**src/rtl/ring_endpoint_ctrl_if.sv**
```systemverilog
// Handshake and router-configuration bundle between the slide unit,
// the ring router and the ring endpoint controller.
interface ring_endpoint_ctrl_if #(
  parameter int DataWidth = 64,
  parameter int CntWidth  = 16
);
  logic                 req_valid_i;
  logic                 req_ready_o;
  logic [CntWidth-1:0]  req_len_i;
  logic                 req_dir_i;
  logic [DataWidth-1:0] src_data_i;
  logic                 src_valid_i;
  logic                 src_ready_o;
  logic [DataWidth-1:0] ring_data_o;
  logic                 ring_valid_o;
  logic                 ring_ready_i;
  logic [DataWidth-1:0] ring_data_i;
  logic                 ring_valid_i;
  logic                 ring_ready_o;
  logic [DataWidth-1:0] dst_data_o;
  logic                 dst_valid_o;
  logic                 dst_ready_i;
  logic                 dir_o;
  logic                 bypass_o;
  logic                 busy_o;
  logic                 done_o;

  modport slave (
    input  req_valid_i, req_len_i, req_dir_i,
    input  src_data_i, src_valid_i,
    input  ring_ready_i, ring_data_i, ring_valid_i,
    input  dst_ready_i,
    output req_ready_o, src_ready_o,
    output ring_data_o, ring_valid_o, ring_ready_o,
    output dst_data_o, dst_valid_o,
    output dir_o, bypass_o, busy_o, done_o
  );

  modport master (
    output req_valid_i, req_len_i, req_dir_i,
    output src_data_i, src_valid_i,
    output ring_ready_i, ring_data_i, ring_valid_i,
    output dst_ready_i,
    input  req_ready_o, src_ready_o,
    input  ring_data_o, ring_valid_o, ring_ready_o,
    input  dst_data_o, dst_valid_o,
    input  dir_o, bypass_o, busy_o, done_o
  );
endinterface

```
**src/rtl/ring_endpoint_ctrl.sv**
```systemverilog
// Ring endpoint: configures the router, streams len elements out and
// collects len elements back through a 2-entry buffer.
module ring_endpoint_ctrl #(
  parameter int DataWidth = 64,
  parameter int CntWidth  = 16
) (
  input logic clk_i,
  input logic rst_i,
  ring_endpoint_ctrl_if.slave bus
);

  typedef enum logic [1:0] {
    IDLE,
    SETUP,
    ACTIVE,
    DONE
  } state_e;

  localparam logic [CntWidth-1:0] CntOne = CntWidth'(1);

  state_e state_q, state_d;

  logic [CntWidth-1:0]  len_q;
  logic [CntWidth-1:0]  tx_cnt_q;
  logic [CntWidth-1:0]  rx_cnt_q;
  logic                 dir_q;
  logic [DataWidth-1:0] mem_q [2];
  logic                 wr_ptr_q;
  logic                 rd_ptr_q;
  logic [1:0]           cnt_q, cnt_d;

  logic accept;
  logic active;
  logic tx_open;
  logic rx_open;
  logic fifo_full;
  logic fifo_empty;
  logic tx_hs;
  logic push;
  logic pop;

  assign active     = (state_q == ACTIVE);
  assign accept     = bus.req_valid_i && (state_q == IDLE);
  assign tx_open    = active && (tx_cnt_q < len_q);
  assign rx_open    = active && (rx_cnt_q < len_q);
  assign fifo_full  = (cnt_q == 2'd2);
  assign fifo_empty = (cnt_q == 2'd0);

  assign bus.req_ready_o  = (state_q == IDLE);
  assign bus.busy_o       = (state_q != IDLE);
  assign bus.done_o       = (state_q == DONE);
  assign bus.dir_o        = dir_q;
  // An empty transfer never leaves bypass, so the DONE pulse keeps it.
  assign bus.bypass_o     = (state_q == IDLE) ||
                            ((state_q == DONE) && (len_q == '0));

  assign bus.ring_data_o  = bus.src_data_i;
  assign bus.ring_valid_o = bus.src_valid_i && tx_open;
  assign bus.src_ready_o  = bus.ring_ready_i && tx_open;
  assign tx_hs            = bus.src_valid_i && bus.ring_ready_i && tx_open;

  // Full blocks the ring even on a pop: no dst_ready to ring_ready path.
  assign bus.ring_ready_o = rx_open && !fifo_full;
  assign push             = bus.ring_valid_i && bus.ring_ready_o;

  assign bus.dst_data_o   = mem_q[rd_ptr_q];
  assign bus.dst_valid_o  = !fifo_empty;
  assign pop              = bus.dst_valid_o && bus.dst_ready_i;

  always_comb begin
    cnt_d = cnt_q;
    unique case (1'b1)
      push && !pop: cnt_d = cnt_q + 2'd1;
      pop && !push: cnt_d = cnt_q - 2'd1;
      default:      cnt_d = cnt_q;
    endcase
  end

  always_comb begin
    state_d = state_q;
    unique case (state_q)
      IDLE: begin
        if (accept) begin
          state_d = (bus.req_len_i == '0) ? DONE : SETUP;
        end
      end
      SETUP: state_d = ACTIVE;
      ACTIVE: begin
        if ((tx_cnt_q == len_q) && (rx_cnt_q == len_q) &&
            (cnt_d == 2'd0)) begin
          state_d = DONE;
        end
      end
      DONE: state_d = IDLE;
      default: state_d = IDLE;
    endcase
  end

  always_ff @(posedge clk_i) begin
    if (rst_i) begin
      state_q  <= IDLE;
      len_q    <= '0;
      dir_q    <= 1'b0;
      tx_cnt_q <= '0;
      rx_cnt_q <= '0;
      wr_ptr_q <= 1'b0;
      rd_ptr_q <= 1'b0;
      cnt_q    <= 2'd0;
    end else begin
      state_q <= state_d;
      cnt_q   <= cnt_d;
      if (accept) begin
        len_q    <= bus.req_len_i;
        dir_q    <= bus.req_dir_i;
        tx_cnt_q <= '0;
        rx_cnt_q <= '0;
      end
      if (tx_hs) begin
        tx_cnt_q <= tx_cnt_q + CntOne;
      end
      if (push) begin
        rx_cnt_q <= rx_cnt_q + CntOne;
        wr_ptr_q <= ~wr_ptr_q;
      end
      if (pop) begin
        rd_ptr_q <= ~rd_ptr_q;
      end
    end
  end

  always_ff @(posedge clk_i) begin
    if (push) begin
      mem_q[wr_ptr_q] <= bus.ring_data_i;
    end
  end

endmodule

```
**src/flat_wrapper.sv**
```systemverilog
// flat-port wrapper written by rule: the top's interface ports become plain ports
module ring_endpoint_ctrl_flat 
#(
  parameter int DataWidth = 64,
  parameter int CntWidth  = 16
)
  (clk_i, rst_i, bus_req_valid_i, bus_req_len_i, bus_req_dir_i, bus_src_data_i, bus_src_valid_i, bus_ring_ready_i, bus_ring_data_i, bus_ring_valid_i, bus_dst_ready_i, bus_req_ready_o, bus_src_ready_o, bus_ring_data_o, bus_ring_valid_o, bus_ring_ready_o, bus_dst_data_o, bus_dst_valid_o, bus_dir_o, bus_bypass_o, bus_busy_o, bus_done_o);
  ring_endpoint_ctrl_if #(.DataWidth(DataWidth), .CntWidth(CntWidth)) bus_i ();
  input logic clk_i;
  input logic rst_i;
  input wire logic [$bits(bus_i.req_valid_i)-1:0] bus_req_valid_i;
  input wire logic [$bits(bus_i.req_len_i)-1:0] bus_req_len_i;
  input wire logic [$bits(bus_i.req_dir_i)-1:0] bus_req_dir_i;
  input wire logic [$bits(bus_i.src_data_i)-1:0] bus_src_data_i;
  input wire logic [$bits(bus_i.src_valid_i)-1:0] bus_src_valid_i;
  input wire logic [$bits(bus_i.ring_ready_i)-1:0] bus_ring_ready_i;
  input wire logic [$bits(bus_i.ring_data_i)-1:0] bus_ring_data_i;
  input wire logic [$bits(bus_i.ring_valid_i)-1:0] bus_ring_valid_i;
  input wire logic [$bits(bus_i.dst_ready_i)-1:0] bus_dst_ready_i;
  output wire logic [$bits(bus_i.req_ready_o)-1:0] bus_req_ready_o;
  output wire logic [$bits(bus_i.src_ready_o)-1:0] bus_src_ready_o;
  output wire logic [$bits(bus_i.ring_data_o)-1:0] bus_ring_data_o;
  output wire logic [$bits(bus_i.ring_valid_o)-1:0] bus_ring_valid_o;
  output wire logic [$bits(bus_i.ring_ready_o)-1:0] bus_ring_ready_o;
  output wire logic [$bits(bus_i.dst_data_o)-1:0] bus_dst_data_o;
  output wire logic [$bits(bus_i.dst_valid_o)-1:0] bus_dst_valid_o;
  output wire logic [$bits(bus_i.dir_o)-1:0] bus_dir_o;
  output wire logic [$bits(bus_i.bypass_o)-1:0] bus_bypass_o;
  output wire logic [$bits(bus_i.busy_o)-1:0] bus_busy_o;
  output wire logic [$bits(bus_i.done_o)-1:0] bus_done_o;
  assign bus_i.req_valid_i = bus_req_valid_i;
  assign bus_i.req_len_i = bus_req_len_i;
  assign bus_i.req_dir_i = bus_req_dir_i;
  assign bus_i.src_data_i = bus_src_data_i;
  assign bus_i.src_valid_i = bus_src_valid_i;
  assign bus_i.ring_ready_i = bus_ring_ready_i;
  assign bus_i.ring_data_i = bus_ring_data_i;
  assign bus_i.ring_valid_i = bus_ring_valid_i;
  assign bus_i.dst_ready_i = bus_dst_ready_i;
  assign bus_req_ready_o = bus_i.req_ready_o;
  assign bus_src_ready_o = bus_i.src_ready_o;
  assign bus_ring_data_o = bus_i.ring_data_o;
  assign bus_ring_valid_o = bus_i.ring_valid_o;
  assign bus_ring_ready_o = bus_i.ring_ready_o;
  assign bus_dst_data_o = bus_i.dst_data_o;
  assign bus_dst_valid_o = bus_i.dst_valid_o;
  assign bus_dir_o = bus_i.dir_o;
  assign bus_bypass_o = bus_i.bypass_o;
  assign bus_busy_o = bus_i.busy_o;
  assign bus_done_o = bus_i.done_o;
  ring_endpoint_ctrl #(.DataWidth(DataWidth), .CntWidth(CntWidth)) u_core (.clk_i(clk_i), .rst_i(rst_i), .bus(bus_i));
endmodule
```
**config.mk**
```make
export PLATFORM = sky130hd
export DESIGN_NAME = ring_endpoint_ctrl_flat
export DESIGN_NICKNAME = d
export VERILOG_FILES = /design/src/rtl/ring_endpoint_ctrl_if.sv /design/src/rtl/ring_endpoint_ctrl.sv /design/src/flat_wrapper.sv
export SDC_FILE = /design/constraint.sdc
export NUM_CORES = 1
export LEC_CHECK = 0
export ABC_CLOCK_PERIOD_IN_PS = 5900
export CAP_MARGIN = 20
export CORE_ASPECT_RATIO = 0.5
export CORE_MARGIN = 5
export CORE_UTILIZATION = 45
export CTS_BUF_LIST = sky130_fd_sc_hd__clkbuf_2
export DETAILED_ROUTE_END_ITERATION = 10
export HOLD_SLACK_MARGIN = 0.1
export PLACE_DENSITY = 0.8
export SLEW_MARGIN = 10
export SYNTH_ARGS = -nofsm -noshare
export SYNTH_HDL_FRONTEND = slang
export SYNTH_SLANG_ARGS = --single-unit
```
**constraint.sdc**
```tcl
create_clock -name clk_i -period 5.9 [get_ports clk_i]
set_clock_uncertainty 0.15 [all_clocks]
set_input_delay 1.18 -clock clk_i [delete_from_list [all_inputs] [get_ports clk_i]]
set_output_delay 1.18 -clock clk_i [all_outputs]
set_load 0.01 [all_outputs]
```
==> Implementation_results.wiki <==
{| class="wikitable"
! Metric !! Value
|-
| Result of the run || finished, final reports clean
|-
| Total nets after synthesis || 885
|-
| Post-CTS repair timing setup buffer count || 0
|-
| Ys flop type || edfxtp_1
|-
| Fraction of layout instances using a drive strength above 1 || 0.154
|-
| Least-Margin Pin Slew || 0.942 ns
|-
| CTS tree || done
|-
| Power, Total || 3.30 mW
|-
| DP Area || 9980 um^2
|-
| Number of antenna violations at the first check in global routing || 1
|-
| Sequential area share after synthesis || 0.578
|-
| Count of max-cap constraint violations || 0
|-
| Hold WC Path Type || flop to flop
|-
| Clock root cell || clkbuf_2
|-
| Clock Sink Count || 184
|-
| Routed vias/inst || 5.22
|-
| Placeable core region || 18600 um^2
|-
| Skew-Pair Late Insertion Delay || 0.74 ns
|-
| Power share of the clock group || 0.204
|-
| DRC errors left || 0
|-
| Share of the synthesized area in the top cell type || 0.448
|-
| Post-synthesis average cell area || 12.3 um^2
|-
| Post-synthesis cell count || 695
|-
| Dominant combinational cell family by area after synthesis || simple AND/OR/NAND/NOR gates
|-
| Simple-gate share of the synthesized area || 0.119
|-
| Relative slew slack || 0.372
|-
| Number of warnings issued by yosys || 0
|-
| # resized after CTS || 0
|-
| Setup TNS || 0 ns
|-
| Worst-case clock buffer depth || 2
|-
| Crit path DAT || 3.50 ns
|-
| Largest net degree at the start of global routing || 65
|-
| Post-route fraction of the period consumed by the critical path || 0.818
|-
| Final ANT Viol Nets || 0
|-
| Total wirelength of the detailed-routed design || 18.7 mm
|-
| CP startpoint kind || flop
|-
| GP Congestion || 0.925
|-
| Cell taking the most area after synthesis || edfxtp_1
|-
| VDD IR max || 0.000123 V
|-
| Die area || 22100 um^2
|-
| Clk pin slew, worst setup/hold paths || 0.30 ns
|-
| Data required time of the critical path || 4.57 ns
|-
| Layout Area Growth over Synthesis || 19.4%
|-
| Final-layout fill cell count || 1572
|-
| Final Hold Vio Count || 0
|-
| Power per cell area || 322 nW/um^2
|-
| Global-route usage over all layers || 0.169
|-
| Via count || 5575
|-
| Number of iterations in the first detailed-routing pass || 5
|-
| Average detailed-routed wire length per instance || 17.5 um
|-
| Leading cell type in the layout, fill and taps excluded || clkdlybuf4s50_1
|-
| Share of async-settable or async-resettable flops after synthesis || 0
|-
| Number of synthesized register bits || 184
|-
| Number of nets in the final layout || 984
|-
| Final HPWL from detailed placement || 13.6 mm
|-
| Hold-fix buffers, CTS || 0
|-
| Fraction of synthesized cell area in xor and xnor cells || 0.00918
|-
| Die Y-Extent || 108 um
|-
| Internal Dissipation || 2.23 mW
|-
| Highest-count cells in the layout ignoring fill and taps || clkdlybuf4s50_1 (160), edfxtp_1 (128), mux2_2 (65)
|-
| Net Switching || 1.07 mW
|-
| Number of buffer cells added on primary ports || 160
|-
| Global-route wire length before repair || 29.4 mm
|-
| Num rows || 35
|-
| Highest fanout seen on the critical path || 4
|-
| Clock period minus final worst setup slack || 4.83 ns
|-
| Residual overflow from global routing || 0
|-
| Synth unique cells || 56
|-
| Most area-consuming cells after synthesis || edfxtp_1 (45%), dfxtp_1 (13%), mux2_2 (8.5%)
|-
| Setup repair after global routing missed its margin || false
|-
| Complex-gate fraction of the synthesized area || 0.0701
|-
| Final standard cell area without fillers || 10200 um^2
|-
| Vias in the first global route || 5808
|-
| First-iteration detailed-routing DRC count || 340
|-
| Element type at the critical path end || primary output
|-
| Adder-cell area share of the yosys netlist || 0.0554
|-
| Syn Std Cell Area || 8580 um^2
|-
| Final Setup Violations || 0
|-
| Worst setup path category || flop to primary output
|-
| Final core utilization || 0.552
|-
| Starting Density || 0.462
|-
| Pleak || 3.64 nW
|-
| Power share of the sequential group || 0.477
|-
| Multiplexer share of the synthesized area || 0.0888
|-
| Top-level I/O count || 289
|-
| Clock buffers created by TritonCTS || 17
|-
| Maximum clock rate || 0.207 GHz
|-
| Sw frac || 0.324
|-
| Number of flops mapped to enable cells by yosys || 128
|-
| Horiz. Die Dim || 205 um
|-
| Final Slew Violations || 0
|-
| Total number of H-tree levels || 4
|-
| Portion of total power attributed to combinational logic || 0.319
|}
## sequential cells by signal (all words and copies together), names as in the netlist, named ones only
name,flops
u_core.mem_q,128
u_core.wr_ptr_q,1
u_core.bus.dir_o,1
u_core.rd_ptr_q,1
u_core.len_q,16
u_core.state_q,2
u_core.cnt_q,2
u_core.rx_cnt_q,16
u_core.tx_cnt_q,16
## worst max-delay path, stage by stage, from the launching register on
cell and delay (ns):
dfxtp_1 0.43, inv_1 0.09, ha_1 0.31, nand4_1 0.15, nor4_1 0.64, o21ai_1 0.18
and3_1 0.30, and2_1 0.18, clkdlybuf4s50_1 0.48
## path summary, 6_finish.rpt
path                                        from           endpoint  slack, ns  cells after the start
worst max register to register  u_core.len_q[13]  u_core.state_q[1]       1.90                     14
worst min-delay path            u_core.bus.dir_o   u_core.bus.dir_o       0.34                      2
worst max-delay path            u_core.len_q[14]   bus_ring_valid_o       1.07                      8
worst min register to register  u_core.bus.dir_o   u_core.bus.dir_o       0.34                      2
## kinds of logic after synthesis
logic type | count (synthesis)
AO/OA/AOI/OAI | 91
XOR/XNOR | 9
adder cells (fa/ha/maj) | 38
buffers and inverters | 113
flip-flops | 184
multiplexers | 68
AND/OR/NAND/NOR | 192
## synthesized netlist by cell type, types with 6 or more instances
| cell | instances |
|---|---|
| mux2_2 | 65 |
| nand2_1 | 62 |
| buf_4 | 65 |
| nor2_1 | 26 |
| a21o_1 | 6 |
| clkbuf_1 | 13 |
| inv_1 | 29 |
| nand4_1 | 10 |
| dfxtp_1 | 56 |
| nand3_1 | 17 |
| and3_1 | 15 |
| o21ai_0 | 10 |
| and2_1 | 8 |
| edfxtp_1 | 128 |
| xnor2_1 | 6 |
| nor3_1 | 10 |
| nor4_1 | 8 |
| o21ai_1 | 8 |
| ha_1 | 38 |
| a21oi_1 | 37 |
## power groups by stage
stage	clock network [mW]	logic, mW	registers (mW)
after floorplan	0	0.653	1.57
after global placement	0	1.04	1.60
after detailed placement	0	1.06	1.61
after CTS	0.696	1.06	1.58
after global routing	0.754	1.14	1.59
final	0.675	1.05	1.58
## routing by layer
metal | global-route usage | routed length [um] | up-vias
met5 | 0 | 0 | -
met4 | 0.0420 | 246 | 0
met3 | 0.0527 | 1150 | 26
met2 | 0.292 | 9190 | 167
met1 | 0.207 | 8100 | 2723
li1 | - | - | 2659
## layout make-up
| class | count | area [um^2] | area share |
|---|---|---|---|
| diodes | 3 | 7.51 | 0.000732 |
| clock buffers | 18 | 90.1 | 0.00879 |
| clock inverters | 14 | 174 | 0.0170 |
| inverters | 29 | 109 | 0.0106 |
| multi-input cells | 398 | 2950 | 0.288 |
| flip-flops and latches | 184 | 4970 | 0.484 |
| well taps | 259 | 324 | 0.0316 |
| repair buffers | 164 | 1630 | 0.159 |
## metrics by stage
| step | setup slack, ns | std cells | hold WS (ns) |
|---|---|---|---|
| after global placement | 1.91 | 1034 | 0.309 |
| final | 1.07 | 1069 | 0.341 |
| after global routing | 0.913 | 1069 | 0.363 |
| after detailed placement | 1.65 | 1034 | 0.307 |
| after floorplan | 0.852 | 695 | 0.295 |
| after CTS | 1.09 | 1066 | 0.345 |
(Power assumes the default switching activity.)
